===== src/rtl/priority_encoder.sv =====
// Lowest-index priority encoder for the TLB match vector: a log2 tree of
// 2:1 priority merges gives index/found/multi, plus a registered copy.

module priority_encoder_node #(
  parameter int IW_I = 1,
  parameter int IW_O = 1
) (
  input  logic            i_va,
  input  logic            i_vb,
  input  logic            i_ma,
  input  logic            i_mb,
  input  logic [IW_I-1:0] i_ia,
  input  logic [IW_I-1:0] i_ib,
  output logic            o_v,
  output logic            o_m,
  output logic [IW_O-1:0] o_idx
);
  logic [IW_O-1:0] w_hi;

  always_comb begin
    w_hi = '0;
    w_hi[IW_O-1] = 1'b1;
  end

  assign o_v = i_va | i_vb;
  // Two valid halves means at least two set bits, regardless of either half's own multi.
  assign o_m = i_ma | i_mb | (i_va & i_vb);
  assign o_idx = i_va ? IW_O'(i_ia)
               : i_vb ? (IW_O'(i_ib) | w_hi)
               : '0;
endmodule

module priority_encoder #(
  parameter int OUT_WIDTH = 3
) (
  input  logic                     clk,
  input  logic                     res,
  input  logic                     en,
  input  logic [(1<<OUT_WIDTH)-1:0] in,
  output logic [OUT_WIDTH-1:0]     out,
  output logic                     found,
  output logic                     multi,
  output logic [OUT_WIDTH-1:0]     out_q,
  output logic                     found_q,
  output logic                     multi_q
);
  localparam int N = 1 << OUT_WIDTH;

  logic [OUT_WIDTH-1:0] r_out;
  logic                 r_found;
  logic                 r_multi;

  // Level l holds N>>l nodes, each summarising a 2^l-bit slice of in.
  for (genvar l = 0; l <= OUT_WIDTH; l++) begin : g_lvl
    localparam int NN = N >> l;
    localparam int IW = (l > 0) ? l : 1;
    logic [NN-1:0]         w_v;
    logic [NN-1:0]         w_m;
    logic [NN-1:0][IW-1:0] w_idx;

    if (l == 0) begin : g_leaf
      assign w_v   = in;
      assign w_m   = '0;
      assign w_idx = '0;
    end else begin : g_merge
      for (genvar j = 0; j < NN; j++) begin : g_node
        priority_encoder_node #(
          .IW_I ((l > 1) ? l - 1 : 1),
          .IW_O (IW)
        ) u_node (
          .i_va  (g_lvl[l-1].w_v[2*j]),
          .i_vb  (g_lvl[l-1].w_v[2*j+1]),
          .i_ma  (g_lvl[l-1].w_m[2*j]),
          .i_mb  (g_lvl[l-1].w_m[2*j+1]),
          .i_ia  (g_lvl[l-1].w_idx[2*j]),
          .i_ib  (g_lvl[l-1].w_idx[2*j+1]),
          .o_v   (w_v[j]),
          .o_m   (w_m[j]),
          .o_idx (w_idx[j])
        );
      end
    end
  end

  assign out   = g_lvl[OUT_WIDTH].w_idx[0];
  assign found = g_lvl[OUT_WIDTH].w_v[0];
  assign multi = g_lvl[OUT_WIDTH].w_m[0];

  always_ff @(posedge clk or negedge res) begin
    if (!res) begin
      r_out   <= '0;
      r_found <= 1'b0;
      r_multi <= 1'b0;
    end else if (en) begin
      r_out   <= out;
      r_found <= found;
      r_multi <= multi;
    end
  end

  assign out_q   = r_out;
  assign found_q = r_found;
  assign multi_q = r_multi;
endmodule


===== config.mk =====
export PLATFORM = sky130hd
export DESIGN_NAME = priority_encoder
export DESIGN_NICKNAME = d
export VERILOG_FILES = /design/src/rtl/priority_encoder.sv
export SDC_FILE = /design/constraint.sdc
export NUM_CORES = 1
export LEC_CHECK = 0
export CAP_MARGIN = 20
export CORE_AREA = 2 2 39 41
export CTS_BUF_LIST = sky130_fd_sc_hd__clkbuf_16
export CTS_CLUSTER_DIAMETER = 100
export DETAILED_ROUTE_END_ITERATION = 8
export DIE_AREA = 0 0 41 43
export PLACE_DENSITY = 0.65
export RECOVER_POWER = 25
export SLEW_MARGIN = 5
export SYNTH_ARGS = -nofsm -noshare
export SYNTH_HDL_FRONTEND = slang
export SYNTH_HIERARCHICAL = 1
export SYNTH_SLANG_ARGS = --single-unit
export TNS_END_PERCENT = 10

===== constraint.sdc =====
create_clock -name clk -period 2.4 [get_ports clk]
set_clock_uncertainty 0.15 [all_clocks]
set_input_delay 0.48 -clock clk [delete_from_list [all_inputs] [get_ports clk]]
set_output_delay 0.48 -clock clk [all_outputs]
set_load 0.02 [all_outputs]

==> impl_metrics.ini, run 1 <==
[place]
gp_congestion = 0.6280
buffers_on_ports = 20
dp.final_hpwl_um = 884
numPlacedInstances = 102
placement.setup.worst_slack_ps = -746.4

[timing]
fmax_ghz = 0.4227
finalCriticalPeriod_ps = 2366
setup_tns_ps = 0
final_hold_violation_count = 0
min_period_over_period_pct = 98.57
timing.final.ws_setup_ps = 34.29
setup-violations-final = 0
grt_setup_unrepaired = false
maxSlewViolCount = 0

[synth]
netlist_top_cells_area = sky130_fd_sc_hd__dfrtp_1 29%, sky130_fd_sc_hd__a211o_1 14%, sky130_fd_sc_hd__mux2_4 14%
number_of_synthesized_register_bits = 5
netlist_area_sq_um = 426.7
yosysSeqAreaShare_pct = 29.33
synth.yosys.warnings = 6
synthCells = 44
synth_largest_area_cell = sky130_fd_sc_hd__dfrtp_1
synth.distinct_cells = 9
yosysTopAreaCellShare_pct = 29.33
post_syn_area_per_cell_sq_um = 9.697

[power_and_ir_drop]
vdd.ir_drop.worst_uv = 498.0
fin_total_pwr_uw = 467.0
cellPowerDensity_mw_per_mm2 = 539.4
leakagePower_nw = 0.4191

[final_layout]
stdcell_count = 106
layout.cells.most_common_list = 12 x sky130_fd_sc_hd__conb_1, 8 x sky130_fd_sc_hd__nand2_1, 7 x sky130_fd_sc_hd__a211o_1, 7 x sky130_fd_sc_hd__buf_6, 7 x sky130_fd_sc_hd__buf_4
syn_to_final_growth_pct = 102.9
mostFrequentLayoutCell = sky130_fd_sc_hd__conb_1
multiInputGateArea_sq_um = 361.6
fill_cells = 135
antenna_diode_count = 0
fin_util_pct = 62.57
area.sequential_sq_um = 125.1
total_nets_final = 102
fraction_of_layout_cells_with_a_size_suffix_above_1_pct = 45.56

[setup_path]
critPathLaunchType = input pin
crit_type = input pin to output pin
worst-path-max-fanout = 2
critical_path.reg2reg.startpoint = out_q[1]
critical_path_arrival_ps = 1740
crit-reg2reg-capture = out_q[1]
ff2ff_path_depth = 1
crit_path_end_kind = output pin
reg2reg_setup_slack_ps = 1480
cp_data_required_time_ps = 1770

[clock_network]
post_cts_hold_buffer_count = 0
post_cts_buffers = 0
clock_tree.buffer_depth = 2
clk_root_buffer_cell = sky130_fd_sc_hd__clkbuf_16
cts-htree-levels = 1
tritoncts = yes
cts_bufs_inserted = 3
clock_latency_ps = 230
clkSinkCount = 5
cts.clk_slew.worst_paths_ps = 30

[route]
route.detailed.drc = 0
avgViaCountPerCell = 4.255
routedWlPerCell_um = 10.86
number_of_detailed_routing_iterations_run_before_antenna_repair = 2
detailroute.via_count = 451
drt-total-wl_mm = 1.151
final_antenna_net_count = 0
drtIter0Drc = 2

[floorplanning]
ioPinCount = 21
placement_rows = 14
core_area_sq_mm = 0.001384
initial_cell_density_of_the_core_pct = 30.83
chipWidth_um = 41
die_y_um = 43
die_area_sq_mm = 0.001763

[global_route]
antenna_found_initial = 0
grt_max_degree = 8
grt_overflow_total = 0
via_count_of_the_first_global_routing_pass = 467
grt_first_pass_wirelength_mm = 1.883
globalRouteTotalUtil_pct = 17.12

[min_path]
holdCritStartpoint = out_q[2]
number_of_cells_on_the_worst_hold_path = 1
holdCritPathClass = register to register
timing.hold.worst_endpoint = out_q[2]

[job]
max_cap_violations = 0

[outcome]
status = finished clean
-- cells in the mapped netlist (all sizes together) --
cell   count
nand2      8
mux2       9
dfrtp      5
or2        7
conb       1
o21ai      4
a211o      7
and2b      3
-- power by group --
group          switching [mW]  internal [mW]
Combinational          0.0448         0.0625
Clock                  0.0519          0.216
Sequential            0.00256         0.0897
Total                  0.0993          0.368
-- routing by layer --
metal,global-route usage (%),part of all wire [%],vias up
met5,0,0,-
met4,16.00,2.0,0
met3,3.141,2.7,2
met2,26.88,58,8
met1,17.55,37,203
li1,-,-,238
-- stage by stage --
| stage | hold WS [ps] | instance area [sq um] |
|---|---|---|
| global placement | 339.8 | 770.7 |
| global route | 380.8 | 865.8 |
| detailed placement | 347.5 | 770.7 |
| finish | 355.9 | 865.8 |
| floorplan | 34.41 | 467.9 |
| CTS | 322.1 | 839.6 |
-- what timing repair did --
item / in CTS / in global routing
pin swaps: 3 / 6
resized for setup: 41 / 17
endpoints found under the setup margin: 5 / 4
-- final cells by class --
class	instances	area share, %
repair buffers	31	32.37
clock buffers	3	8.671
well taps	16	2.312
multi-input cells	50	41.76
flip-flops and latches	5	14.45
clock inverters	1	0.4335
-- cells by family after synthesis --
family	synth area share, %
multiplexers	27.27
other	0.8789
AND/OR/NAND/NOR	23.46
AO/OA/AOI/OAI	19.06
flip-flops	29.33
-- worst max path at each step --
stage | from | to | cells past startpoint
detailed placement | in[1] | out[1] | 5
CTS | in[1] | multi | 6
global route | in[2] | multi | 6
finish | in[2] | multi | 6
global placement | in[1] | out[1] | 5
floorplan | in[3] | out[0] | 3
-- flip-flops by register name, summed over array words and instances, names as in the netlist --
signal / count
multi_q: 1
out_q: 3
found_q: 1
-- critical path, stage by stage --
cell and delay, ps:
sky130_fd_sc_hd__clkdlybuf4s15_1 190, sky130_fd_sc_hd__buf_6 130, sky130_fd_sc_hd__a211o_1 280, sky130_fd_sc_hd__a211o_1 270
sky130_fd_sc_hd__a211o_1 250, sky130_fd_sc_hd__buf_6 140
Note: power is estimated with default switching activity, not from simulation.
==> run 2, diff against run 1 <==
- ABC_CLOCK_PERIOD_IN_PS: not set -> 2400
- CTS_CLUSTER_SIZE: not set -> 24
==> results of run 2 <==
No change in the layout: final DEF, timing and power equal those of run 1.
